`src/rtl/ec_scalar_mul_ctrl.sv`:
```
// ec_scalar_mul_ctrl: MSB-first double-and-add sequencer computing R = k*P
// over GF(p). Each point double/add is issued to a downstream EC core over a
// valid/valid handshake. Infinity and P + (-P) are resolved locally because the
// core cannot represent them.
//
// Ports:
//   clk, rst_n                       clock, synchronous active-low reset
//   in_valid, in_k, in_Px, in_Py,    job request (one-cycle pulse, accepted
//   in_prime, in_a                   only while idle)
//   ec_in_valid, ec_Px/Py/Qx/Qy,     core request pulse and operands (held
//   ec_prime, ec_a                   until the core responds)
//   ec_out_valid, ec_Rx, ec_Ry       core response
//   out_valid, out_Rx, out_Ry,       one-cycle result; coordinates are zero
//   out_inf                          when the result is the point at infinity
module ec_scalar_mul_ctrl #(
  parameter int unsigned W  = 6,
  parameter int unsigned KW = 6
) (
  input  logic          clk,
  input  logic          rst_n,
  input  logic          in_valid,
  input  logic [KW-1:0] in_k,
  input  logic [W-1:0]  in_Px,
  input  logic [W-1:0]  in_Py,
  input  logic [W-1:0]  in_prime,
  input  logic [W-1:0]  in_a,
  output logic          ec_in_valid,
  output logic [W-1:0]  ec_Px,
  output logic [W-1:0]  ec_Py,
  output logic [W-1:0]  ec_Qx,
  output logic [W-1:0]  ec_Qy,
  output logic [W-1:0]  ec_prime,
  output logic [W-1:0]  ec_a,
  input  logic          ec_out_valid,
  input  logic [W-1:0]  ec_Rx,
  input  logic [W-1:0]  ec_Ry,
  output logic          out_valid,
  output logic [W-1:0]  out_Rx,
  output logic [W-1:0]  out_Ry,
  output logic          out_inf
);

  localparam int unsigned IW = (KW > 1) ? $clog2(KW) : 1;

  typedef enum logic [2:0] {
    S_IDLE, S_DBL, S_DBL_WAIT, S_ADD, S_ADD_WAIT, S_NEXT, S_DONE
  } state_e;

  state_e         state_q, state_d;
  logic [W-1:0]   ax_q, ax_d, ay_q, ay_d;
  logic           ainf_q, ainf_d;
  logic [KW-1:0]  k_q, k_d;
  logic [IW-1:0]  idx_q, idx_d;
  logic [W-1:0]   px_q, px_d, py_q, py_d, prime_q, prime_d, a_q, a_d;

  logic           ec_vld_q, ec_vld_d;
  logic [W-1:0]   ec_px_q, ec_px_d, ec_py_q, ec_py_d;
  logic [W-1:0]   ec_qx_q, ec_qx_d, ec_qy_q, ec_qy_d;
  logic           out_vld_q, out_vld_d, out_inf_q, out_inf_d;
  logic [W-1:0]   out_rx_q, out_rx_d, out_ry_q, out_ry_d;

  // Shared decisions: doubling infinity or a y=0 point yields infinity;
  // adding with equal x is either a tangent (same point) or P + (-P).
  logic dbl_skip_c, bit_c, add_chord_c, add_tan_c;
  assign dbl_skip_c  = ainf_q | (ay_q == '0);
  assign bit_c       = k_q[idx_q];
  assign add_chord_c = (ax_q != px_q);
  assign add_tan_c   = (ax_q == px_q) && (ay_q == py_q) && (ay_q != '0);

  // State and datapath registers
  always_ff @(posedge clk) begin
    if (!rst_n) begin
      state_q   <= S_IDLE;
      ax_q      <= '0;
      ay_q      <= '0;
      ainf_q    <= 1'b0;
      k_q       <= '0;
      idx_q     <= '0;
      px_q      <= '0;
      py_q      <= '0;
      prime_q   <= '0;
      a_q       <= '0;
      ec_vld_q  <= 1'b0;
      ec_px_q   <= '0;
      ec_py_q   <= '0;
      ec_qx_q   <= '0;
      ec_qy_q   <= '0;
      out_vld_q <= 1'b0;
      out_rx_q  <= '0;
      out_ry_q  <= '0;
      out_inf_q <= 1'b0;
    end else begin
      state_q   <= state_d;
      ax_q      <= ax_d;
      ay_q      <= ay_d;
      ainf_q    <= ainf_d;
      k_q       <= k_d;
      idx_q     <= idx_d;
      px_q      <= px_d;
      py_q      <= py_d;
      prime_q   <= prime_d;
      a_q       <= a_d;
      ec_vld_q  <= ec_vld_d;
      ec_px_q   <= ec_px_d;
      ec_py_q   <= ec_py_d;
      ec_qx_q   <= ec_qx_d;
      ec_qy_q   <= ec_qy_d;
      out_vld_q <= out_vld_d;
      out_rx_q  <= out_rx_d;
      out_ry_q  <= out_ry_d;
      out_inf_q <= out_inf_d;
    end
  end

  // Next state and accumulator/scalar bookkeeping
  always_comb begin
    state_d = state_q;
    ax_d    = ax_q;
    ay_d    = ay_q;
    ainf_d  = ainf_q;
    k_d     = k_q;
    idx_d   = idx_q;
    px_d    = px_q;
    py_d    = py_q;
    prime_d = prime_q;
    a_d     = a_q;
    unique case (state_q)
      S_IDLE: begin
        if (in_valid) begin
          k_d     = in_k;
          px_d    = in_Px;
          py_d    = in_Py;
          prime_d = in_prime;
          a_d     = in_a;
          ax_d    = '0;
          ay_d    = '0;
          ainf_d  = 1'b1;
          idx_d   = IW'(KW - 1);
          state_d = S_DBL;
        end
      end
      S_DBL: begin
        if (dbl_skip_c) begin
          ainf_d  = 1'b1;
          state_d = S_ADD;
        end else begin
          state_d = S_DBL_WAIT;
        end
      end
      S_DBL_WAIT: begin
        if (ec_out_valid) begin
          ax_d    = ec_Rx;
          ay_d    = ec_Ry;
          ainf_d  = 1'b0;
          state_d = S_ADD;
        end
      end
      S_ADD: begin
        if (!bit_c) begin
          state_d = S_NEXT;
        end else if (ainf_q) begin
          ax_d    = px_q;
          ay_d    = py_q;
          ainf_d  = 1'b0;
          state_d = S_NEXT;
        end else if (add_chord_c || add_tan_c) begin
          state_d = S_ADD_WAIT;
        end else begin
          ainf_d  = 1'b1;
          state_d = S_NEXT;
        end
      end
      S_ADD_WAIT: begin
        if (ec_out_valid) begin
          ax_d    = ec_Rx;
          ay_d    = ec_Ry;
          ainf_d  = 1'b0;
          state_d = S_NEXT;
        end
      end
      S_NEXT: begin
        if (idx_q == '0) begin
          state_d = S_DONE;
        end else begin
          idx_d   = idx_q - IW'(1);
          state_d = S_DBL;
        end
      end
      S_DONE:  state_d = S_IDLE;
      default: state_d = S_IDLE;
    endcase
  end

  // Core requests and result; operands hold their value between requests
  always_comb begin
    ec_vld_d  = 1'b0;
    ec_px_d   = ec_px_q;
    ec_py_d   = ec_py_q;
    ec_qx_d   = ec_qx_q;
    ec_qy_d   = ec_qy_q;
    out_vld_d = 1'b0;
    out_rx_d  = '0;
    out_ry_d  = '0;
    out_inf_d = 1'b0;
    unique case (state_q)
      S_DBL: begin
        if (!dbl_skip_c) begin
          ec_vld_d = 1'b1;
          ec_px_d  = ax_q;
          ec_py_d  = ay_q;
          ec_qx_d  = ax_q;
          ec_qy_d  = ay_q;
        end
      end
      S_ADD: begin
        if (bit_c && !ainf_q) begin
          if (add_chord_c) begin
            ec_vld_d = 1'b1;
            ec_px_d  = ax_q;
            ec_py_d  = ay_q;
            ec_qx_d  = px_q;
            ec_qy_d  = py_q;
          end else if (add_tan_c) begin
            ec_vld_d = 1'b1;
            ec_px_d  = ax_q;
            ec_py_d  = ay_q;
            ec_qx_d  = ax_q;
            ec_qy_d  = ay_q;
          end
        end
      end
      S_DONE: begin
        out_vld_d = 1'b1;
        out_inf_d = ainf_q;
        if (!ainf_q) begin
          out_rx_d = ax_q;
          out_ry_d = ay_q;
        end
      end
      default: ;
    endcase
  end

  assign ec_in_valid = ec_vld_q;
  assign ec_Px       = ec_px_q;
  assign ec_Py       = ec_py_q;
  assign ec_Qx       = ec_qx_q;
  assign ec_Qy       = ec_qy_q;
  assign ec_prime    = prime_q;
  assign ec_a        = a_q;
  assign out_valid   = out_vld_q;
  assign out_Rx      = out_rx_q;
  assign out_Ry      = out_ry_q;
  assign out_inf     = out_inf_q;

endmodule

```
`config.mk`:
```
export PLATFORM = sky130hd
export DESIGN_NAME = ec_scalar_mul_ctrl
export DESIGN_NICKNAME = d
export VERILOG_FILES = /design/src/rtl/ec_scalar_mul_ctrl.sv
export SDC_FILE = /design/constraint.sdc
export NUM_CORES = 1
export LEC_CHECK = 0
export CAP_MARGIN = 15
export CORE_MARGIN = 1
export CORE_UTILIZATION = 50
export DETAILED_ROUTE_END_ITERATION = 6
export PLACE_DENSITY = 0.8
export SLEW_MARGIN = 15
export SYNTH_ARGS = -nofsm -noshare
export SYNTH_HDL_FRONTEND = slang
export SYNTH_SLANG_ARGS = --single-unit
```
`constraint.sdc`:
```
create_clock -name clk -period 2.3 [get_ports clk]
set_input_delay 0.345 -clock clk [delete_from_list [all_inputs] [get_ports clk]]
set_output_delay 0.345 -clock clk [all_outputs]
set_load 0.05 [all_outputs]
```
Word level (Yosys, flattened, before mapping). Index checks and enable logic that the tools add are counted. Widths: inputs -> output; s select.

Input bits: 46. Output and inout bits: 51. Register bits: 88.

Multiplexer cells: 52. Reduce and logical (&&, ||, !) cells: 22. Order comparisons: 1. Add/sub/neg operators: 1. Bitwise operators: 3. Eq/ne operators: 20.

Operators by type and width (count): $mux 6 (19); $pmux 6 s2 (4); $pmux 6 s3 (2); $mux 3 (6); $ne 2x2->1 const B (9); $pmux 3 s6 (1); $mux 1 (16); $eq 6x6->1 (2); $reduce_and 5->1 (2); $eq 3x3->1 const B (3); $eq 3x2->1 const B (2); $logic_not 3->1 (2); $logic_not 6->1 (1); $ne 6x6->1 (1); $pmux 3 s2 (1); $reduce_and 3->1 (2); $reduce_bool 6->1 (1); $lt 3x4->1 const B (1); $pmux 1 s4 (1); $reduce_and 2->1 (2); $reduce_and 4->1 (1); $reduce_bool 2->1 (2); $reduce_bool 4->1 (1); $bmux 1 s3 (1); other kinds (13) (16).

Logic depth before layout (Yosys ltp). Gate-level depths: netlist of the first run.

Word-level depth: 8. Gate-level depth with buffers: 8.

Least setup slack after synthesis of the first run. Ideal clock, no wire load.

Path type: reg-to-reg. Start: reg ay_q[0]. End: reg ec_qy_q[2] (netlist: ec_Qy[2]). Period minus slack after synthesis: 1.776 ns. Setup time: 0.125 ns. Data arrival time: 1.651 ns. Stages on the path, launching flop included: 8. Setup slack: 0.524 ns. Cell sequence: dfxtp_1 -> nor4_2 -> a211o_1 -> o211a_1 -> o31a_1 -> buf_6 -> buf_12 -> mux2i_1.

Word-level cells in the longest chain between the ends: 5. Elaborated cells between the ends (all ways): 9.

Ends and longest elaborated chain: from (decl) (line 50) `logic [W-1:0] ax_q, ax_d, ay_q, ay_d;`; from (signal assigned) (line 95) `ay_q <= ay_d;`; $eq 6x6->1 (line 68) `assign add_tan_c = (ax_q == px_q) && (ay_q == py_q) && (ay_q != '0);`; $logic_and 1x1->1 (2 in series) (line 68); $ne 3x3->1 (no source line); $reduce_and 4->1 (no source line) (*); to (signal assigned) (line 107) `ec_qy_q <= ec_qy_d;`; to (decl) (line 58) `logic [W-1:0] ec_qx_q, ec_qx_d, ec_qy_q, ec_qy_d;`.

Every way passes the cells marked *; elsewhere a longest branch is shown, timed or not. A chain may end at the register's enable or synchronous reset.

Final worst setup path of the first run.
Start: reg state_q[1]. End: reg ay_q[4].

Word-level cells in the longest chain between the ends: 4. Elaborated cells between the ends (all ways): 12.

Ends and longest elaborated chain: from (decl) (line 49) `state_e state_q, state_d;`; from (signal assigned) (line 93) `state_q <= state_d;`; $eq 3x3->1 or $eq 3x2->1 (tied branches) (line 127) `unique case (state_q)`; $reduce_or 2->1 (no source line); $ne 2x1->1 (no source line) or $reduce_bool 3->1 (tied branches); $reduce_and 5->1 (no source line).

Several ways; a longest one is shown, not always the timed one.

==> results.rst, run 1 <==
.. list-table::
   :header-rows: 1

   * - Metric
     - Value
   * - Crit Reg-Reg Startpoint
     - state_q[1]
   * - CTS tree
     - done
   * - Post-Synthesis Cells
     - 479
   * - Period utilisation layout
     - 0.939
   * - Iteration count of the initial detailed-routing pass
     - 5
   * - Clock buffers created by TritonCTS
     - 9
   * - Sum Neg Setup Slack
     - 0 ns
   * - Fraction of power spent switching nets
     - 0.371
   * - Power per cell area
     - 890 nW/µm²
   * - Number of global-route vias before repair
     - 3388
   * - Setup Buffers After CTS
     - 0
   * - Layout-stage area growth over the synthesis result
     - 29.2%
   * - Number of hold buffers added after cts
     - 0
   * - Violation count after the first detailed-route iteration
     - 252
   * - Element type at the critical path start
     - register
   * - Detailed-route via count
     - 3593
   * - Setup crit end kind
     - register
   * - Total gr overflow
     - 0
   * - Maximum fanout encountered on the critical timing path
     - 14
   * - Worst max-slew margin expressed relative to the limit
     - 0.656
   * - Largest voltage drop on the vdd net
     - 0.479 mV
   * - Maximum capacitance violations
     - 0
   * - Maximum frequency from static timing analysis
     - 463 MHz
   * - Internal
     - 2.91 mW
   * - GP Congestion
     - 0.920
   * - Placeable Area
     - 7770 µm²
   * - Switching power
     - 1.72 mW
   * - First-pass GRT wire length
     - 15.7 mm
   * - Setup slack of the critical path after layout
     - 0.141 ns
   * - Slew at the pin closest to its max-slew limit
     - 0.514 ns
   * - Hold Crit Class
     - reg -> reg
   * - Count of unresolved DRC violations after routing
     - 0
   * - CP startpoint
     - state_q[1]
   * - Number of cell instances on the worst register-to-register path
     - 6
   * - Setup slack on the worst flop-to-flop path
     - 0.14 ns
   * - Sequential share of power
     - 0.417
   * - Count of antenna-violating nets left after detailed routing
     - 0
   * - Delay contributed by the slowest stage of the critical path
     - 0.59 ns
   * - Post-Synthesis Net Count
     - 527
   * - FF-to-FF End
     - ay_q[4]
   * - Boundary Pins
     - 97
   * - Number of endpoints with negative hold slack in the final report
     - 0
   * - Starting density of the core
     - 0.518
   * - Fraction of layout instances using a drive strength above 1
     - 0.0562
   * - Overall die height
     - 91.7 µm
   * - Post-synthesis instance area
     - 4030 µm²
   * - Critical path's slowest cell
     - dfxtp_1
   * - Clk pin slew, worst setup/hold paths
     - 0.08 ns
   * - Clock network fraction of total power
     - 0.220
   * - Per-cell via count in the routed design
     - 5.35
   * - Clock root cell
     - clkbuf_8
   * - Die area
     - 8410 µm²
   * - Antenna violations before repair
     - 0
   * - Count of clock tree sinks
     - 88
   * - Clk buf depth
     - 2
   * - Critical-path cell list
     - nand2b_1 > a21o_1 > o32ai_1 > nor2_1 > buf_4 > mux2i_1
   * - Distinct cell type count after synthesis
     - 48
   * - Largest net degree at the start of global routing
     - 99
   * - Category of the most critical setup path
     - reg -> reg
   * - Status
     - completed
   * - Setup repair after global routing missed its margin
     - false
   * - H-Tree Depth
     - 3
   * - Post-synth EDFFs
     - 0
   * - Part of the total power dissipated in combinational logic
     - 0.363
   * - Wirelength, routed
     - 9.57 mm
   * - Clock insertion delay at the later pin of the skew report
     - 0.35 ns
   * - Pre-CTS WS
     - 0.257 ns
   * - Global-route usage over all layers
     - 0.234
   * - CP Data Arrival Time
     - 2.42 ns
   * - Fraction of registers with async set/reset
     - 0
   * - Final worst clock skew
     - 0.00928 ns
   * - Endpoints failing setup
     - 0
   * - Most frequently used flop master after synthesis
     - dfxtp_1
   * - Final Net Count
     - 613
   * - Yosys warnings
     - 0
   * - Number of diodes added for antenna fixing
     - 0
   * - Post-CTS resize count
     - 0
   * - Required time of the critical path
     - 2.56 ns
   * - Capturing instance or port of the critical path
     - ay_q[4]
   * - Detailed placement HPWL
     - 6.83 mm
   * - Std cell rows
     - 32
   * - Per-cell routed wire length
     - 14.3 µm
   * - Sequential-to-total area share from yosys stat
     - 0.438
   * - Final period demand of the worst path
     - 2.16 ns
   * - Flop and latch count out of synthesis
     - 88
   * - PortBufs
     - 96
   * - X dimension of the die
     - 91.7 µm
   * - Static leakage
     - 2.20 nW
   * - Final Max Slew Viols
     - 0
   * - Avg Cell Area, Syn
     - 8.40 µm²
==> flip-flops by register name, summed over array words and instances (netlist names) <==
signal,flops
ec_in_valid,1
ec_a,6
idx_q,3
py_q,6
ec_Py,6
px_q,6
out_Ry,6
ec_Px,6
ainf_q,1
out_inf,1
out_Rx,6
out_valid,1
ec_Qx,6
ec_Qy,6
ax_q,6
ec_prime,6
ay_q,6
state_q,3
k_q,6
==> logic make-up after synthesis <==
| logic type | share of synthesized area |
|---|---|
| buf+inv | 0.0643 |
| simple gates | 0.226 |
| xor+xnor | 0.0305 |
| flops | 0.438 |
| mux | 0.0995 |
| fa+ha+maj | 0.00622 |
| compound gates | 0.136 |
==> layout by cell type (no fill, tap or decap), drive strengths merged, types with 3 or more instances in the layout <==
cell / count
nand2b: 6
nand2: 147
nor2: 16
buf: 12
xnor2: 5
and2: 13
a21boi: 31
clkbuf: 11
xor2: 9
and3: 11
o31ai: 7
a21oi: 5
nand3: 3
inv: 15
clkinv: 3
o21ai: 19
nand4: 3
dfxtp: 88
clkdlybuf4s50: 95
mux2i: 40
==> how the worst min path moves through the flow <==
stage             start  slack, ns  depth (start not counted)         to
2_1_floorplan    k_q[2]       0.44                          2     k_q[2]
3_3_place_gp   ec_Px[4]       0.45                          2   ec_Px[4]
3_5_place_dp   ec_Py[1]       0.45                          2   ec_Py[1]
4_1_cts           rst_n       0.46                          3  out_valid
5_1_grt           rst_n       0.46                          3  out_valid
6_report       ec_Py[1]       0.46                          2   ec_Py[1]
==> synthesized netlist by cell type (3+ instances only) <==
master | n | area, µm²
dfxtp_1 | 88 | 1760
nand3_1 | 3 | 15.0
nor2_1 | 16 | 60.1
buf_6 | 3 | 33.8
buf_2 | 4 | 20.0
inv_1 | 15 | 56.3
o21ai_0 | 19 | 95.1
xor2_1 | 9 | 78.8
clkbuf_1 | 19 | 71.3
o31ai_1 | 7 | 52.6
a21oi_1 | 5 | 25.0
and3_1 | 9 | 56.3
a21boi_0 | 31 | 233
nand2b_1 | 6 | 37.5
nand4_1 | 3 | 18.8
and2_1 | 12 | 75.1
nand2_1 | 147 | 552
mux2i_1 | 40 | 400
xnor2_1 | 5 | 43.8
==> power by group through the flow <==
stage | Sequential, mW | Clock, mW | Combinational (mW)
final | 1.93 | 1.02 | 1.68
after global routing | 1.96 | 1.11 | 1.82
after CTS | 1.92 | 1.04 | 1.68
after detailed placement | 1.96 | 0 | 1.67
after global placement | 1.94 | 0 | 1.62
after floorplan | 2.02 | 0 | 1.13
==> metal layers <==
| metal | track usage | part of all wire | vias to the layer above |
|---|---|---|---|
| met1 | 0.309 | 0.45 | 1658 |
| met2 | 0.368 | 0.45 | 155 |
| met5 | 0 | 0 | - |
| li1 | - | - | 1757 |
| met4 | 0.0898 | 0.023 | 0 |
| met3 | 0.0564 | 0.078 | 23 |
==> worst max-delay path: cells and delay by family (launching register included) <==
family / cells / cell delay (ns)
flip-flops: 1 / 0.59
buffers and inverters: 1 / 0.27
AND/OR/NAND/NOR: 2 / 0.38
AO/OA/AOI/OAI: 2 / 0.59
multiplexers: 1 / 0.24
==> cell type report <==
class | instances | area [µm²]
sequential | 88 | 1760
fill | 652 | 2570
timing repair buffer | 107 | 1060
tap | 102 | 128
clock buffer | 11 | 141
multi-input combinational | 344 | 2000
inverter | 15 | 56.3
clock inverter | 4 | 45.0
==> through the flow <==
stage,instances,cell area (µm²),hold WS [ns],util,total power [mW]
global placement,656,5010,0.446,0.645,3.57
global route,671,5200,0.458,0.669,4.89
finish,671,5200,0.459,0.669,4.63
detailed placement,656,5010,0.452,0.645,3.62
CTS,671,5200,0.455,0.669,4.64
floorplan,479,4030,0.443,-,3.15
(Power assumes the default switching activity.)
==> inputs of run 2 (changes only) <==
--- a/config.mk
+++ b/config.mk
@@ -7,9 +7,8 @@
 export LEC_CHECK = 0
 export CAP_MARGIN = 15
 export CORE_MARGIN = 1
-export CORE_UTILIZATION = 50
+export CORE_UTILIZATION = 30
 export DETAILED_ROUTE_END_ITERATION = 6
-export PLACE_DENSITY = 0.8
 export SLEW_MARGIN = 15
 export SYNTH_ARGS = -nofsm -noshare
 export SYNTH_HDL_FRONTEND = slang
==> run 2 against run 1 <==
- clock power is 61% higher
- sequential share of layout area down 1.5 points
- worst setup slack gained 0.20 ns
- clock skew hardly changed
- global-route usage shrank 8.0 points
- register-to-register slack gained 0.20 ns
- largest power group unchanged
- highest routed layer unchanged
==> results.rst, run 2 (synthesis gave the netlist of run 1 again) <==
.. list-table::
   :header-rows: 1

   * - Metric
     - Value
   * - Status
     - completed
   * - Antenna violations before repair
     - 0 (unchanged)
   * - Leading cell type in the layout, fill and taps excluded
     - nand2_1
   * - Clock root cell
     - clkbuf_16
   * - Maximum frequency from static timing analysis
     - 510 MHz (+10%)
   * - Number of endpoints with negative hold slack in the final report
     - 0 (unchanged)
   * - Total power
     - 5.29 mW (+14%)
   * - Per-cell via count in the routed design
     - 4.67 (-13%)
   * - Delay contributed by the slowest stage of the critical path
     - 0.85 ns (+0.26 ns)
   * - Final worst clock skew
     - 0.00949 ns (+0.000210 ns)
   * - Clock insertion delay at the later pin of the skew report
     - 0.34 ns (about the same)
   * - Crit path buffers/inverters
     - 1 (unchanged)
   * - Clock buffers created by TritonCTS
     - 9 (unchanged)
   * - Critical-path cell list
     - clkdlybuf4s50_1
   * - Die area
     - 13900 µm² (+65%)
   * - Total gr overflow
     - 0 (unchanged)
   * - Element type at the critical path start
     - register
   * - Clock network fraction of total power
     - 0.309 (+0.089)
   * - Hold Crit Class
     - reg -> reg
   * - Clk pin slew, worst setup/hold paths
     - 0.07 ns (about the same)
   * - Switching power
     - 1.87 mW (+8.9%)
   * - Part of the total power dissipated in combinational logic
     - 0.327 (-0.036)
   * - CP Data Arrival Time
     - 1.62 ns (-0.80 ns)
   * - X dimension of the die
     - 118 µm (+28%)
   * - Number of global-route vias before repair
     - 3377 (-0.32%)
   * - Maximum fanout encountered on the critical timing path
     - 2 (-12)
   * - Violation count after the first detailed-route iteration
     - 287 (+14%)
   * - Critical path's slowest cell
     - clkdlybuf4s50_1
   * - Worst max-slew margin expressed relative to the limit
     - 0.635 (-0.0213)
   * - Post-CTS resize count
     - 0 (unchanged)
   * - H-Tree Depth
     - 3 (unchanged)
   * - Category of the most critical setup path
     - reg -> out
   * - Setup crit end kind
     - output port
   * - Period utilisation layout
     - 0.852 (-0.0861)
   * - PortBufs
     - 96 (unchanged)
   * - Pre-CTS WS
     - 0.367 ns (+0.110 ns)
   * - Fraction of layout instances using a drive strength above 1
     - 0.0613 (+0.00506)
   * - Minimum hold slack
     - 0.461 ns (+0.00159 ns)
   * - Placeable Area
     - 12800 µm² (+65%)
   * - Internal
     - 3.42 mW (+17%)
   * - Per-cell routed wire length
     - 14.0 µm (-1.9%)
   * - Count of antenna-violating nets left after detailed routing
     - 0 (unchanged)
   * - Global-route usage over all layers
     - 0.154 (-0.0796)
   * - Wirelength, routed
     - 10.4 mm (+8.6%)
   * - Count of clock tree sinks
     - 88 (unchanged)
   * - Boundary Pins
     - 97 (unchanged)
   * - Dominant delay contributor by cell family on the critical path
     - buffers and inverters
   * - Std cell rows
     - 41 (+28%)
   * - Sequential share of power
     - 0.364 (-0.053)
   * - Maximum capacitance violations
     - 0 (unchanged)
   * - Layout-stage area growth over the synthesis result
     - 35.3%
   * - Largest net degree at the start of global routing
     - 99 (unchanged)
   * - Endpoints failing setup
     - 0 (unchanged)
   * - Setup repair after global routing missed its margin
     - false
   * - Most frequent cells in the layout
     - nand2_1 (147), clkdlybuf4s50_1 (95), dfxtp_1 (88)
   * - Iteration count of the initial detailed-routing pass
     - 5 (unchanged)
   * - Clk buf depth
     - 2 (unchanged)
   * - Sum Neg Setup Slack
     - 0 ns (unchanged)
   * - GP Congestion
     - 0.860 (-6.5%)
   * - Setup slack of the critical path after layout
     - 0.339 ns (+0.198 ns)
   * - CTS tree
     - done
   * - Final period demand of the worst path
     - 1.96 ns (-0.198 ns)
   * - Final Max Slew Viols
     - 0 (unchanged)
   * - Overall die height
     - 118 µm (+28%)
   * - Number of diodes added for antenna fixing
     - 0 (unchanged)
   * - Slew at the pin closest to its max-slew limit
     - 0.546 ns (+0.0318 ns)
   * - Power per cell area
     - 972 nW/µm² (+9.1%)
   * - Largest voltage drop on the vdd net
     - 0.612 mV (+28%)
   * - Required time of the critical path
     - 1.96 ns (-0.60 ns)
   * - Number of hold buffers added after cts
     - 0 (unchanged)
   * - Setup Buffers After CTS
     - 0 (unchanged)
   * - Starting density of the core
     - 0.314 (-0.204)
   * - Non-filler cells, final
     - 743 (+11%)
   * - Count of unresolved DRC violations after routing
     - 0 (unchanged)
   * - Static leakage
     - 2.27 nW (+3.1%)
   * - First-pass GRT wire length
     - 17.0 mm (+8.4%)
   * - Fraction of power spent switching nets
     - 0.354 (-0.0173)
   * - Detailed-route via count
     - 3472 (-3.4%)
   * - Cell Count Post-Placement
     - 727 (+11%)
   * - Final Net Count
     - 614 (+0.16%)
   * - Detailed placement HPWL
     - 7.50 mm (+9.9%)
run 2: changes by cell type in the layout (fill, tap and decap cells not counted), sizes merged:
cell,delta
bufinv,+1
clkinv,-2
clkbuf,-1
inv,+3
buf,+1
run 2: final timing paths:
| path | start | endpoint | slack, ns | cells past startpoint |
|---|---|---|---|---|
| worst max-delay path | ec_Qx[5] | ec_Qx[5] | 0.34 | 1 |
| worst max register to register | ay_q[5] | ec_Qy[0] | 0.34 | 6 |
| worst min register to register | ec_Px[1] | ec_Px[1] | 0.46 | 2 |
| worst min-delay path | ec_Px[1] | ec_Px[1] | 0.46 | 2 |
run 2: per-stage QoR:
step | util | area (µm²)
floorplan | - | 4030
global placement | 0.398 | 5110
detailed placement | 0.398 | 5110
CTS | 0.425 | 5450
global route | 0.425 | 5450
finish | 0.425 | 5450
run 2: metal layers:
metal	vias to the layer above	track usage	share of wire
li1	1753	-	-
met1	1562	0.206	0.46
met2	145	0.226	0.42
met3	12	0.0547	0.094
met4	0	0.0529	0.018
met5	-	0	0
run 2: layout make-up:
type | count | area [µm²]
clock buffers | 10 | 239
clock inverters | 6 | 97.6
fillers | 1288 | 7380
inverters | 15 | 56.3
multi-input cells | 344 | 2000
flip-flops and latches | 88 | 1760
well taps | 172 | 215
repair buffers | 108 | 1070
run 2: power groups by stage:
| stage | sequential (mW) | clock, mW | combinational [mW] |
|---|---|---|---|
| 2_1_floorplan | 2.02 | 0 | 1.13 |
| 3_3_place_gp | 1.94 | 0 | 1.72 |
| 3_5_place_dp | 1.96 | 0 | 1.73 |
| 4_1_cts | 1.92 | 1.68 | 1.75 |
| 5_1_grt | 1.96 | 1.73 | 1.90 |
| 6_report | 1.92 | 1.64 | 1.73 |
==> inputs of run 3 (changes only) <==
--- a/config.mk
+++ b/config.mk
@@ -9,6 +9,7 @@
 export CORE_MARGIN = 1
 export CORE_UTILIZATION = 30
 export DETAILED_ROUTE_END_ITERATION = 6
+export SKIP_CTS_REPAIR_TIMING = 1
 export SLEW_MARGIN = 15
 export SYNTH_ARGS = -nofsm -noshare
 export SYNTH_HDL_FRONTEND = slang
==> results of run 3 <==
The final DEF is identical to that of run 2; final timing and power are the same.
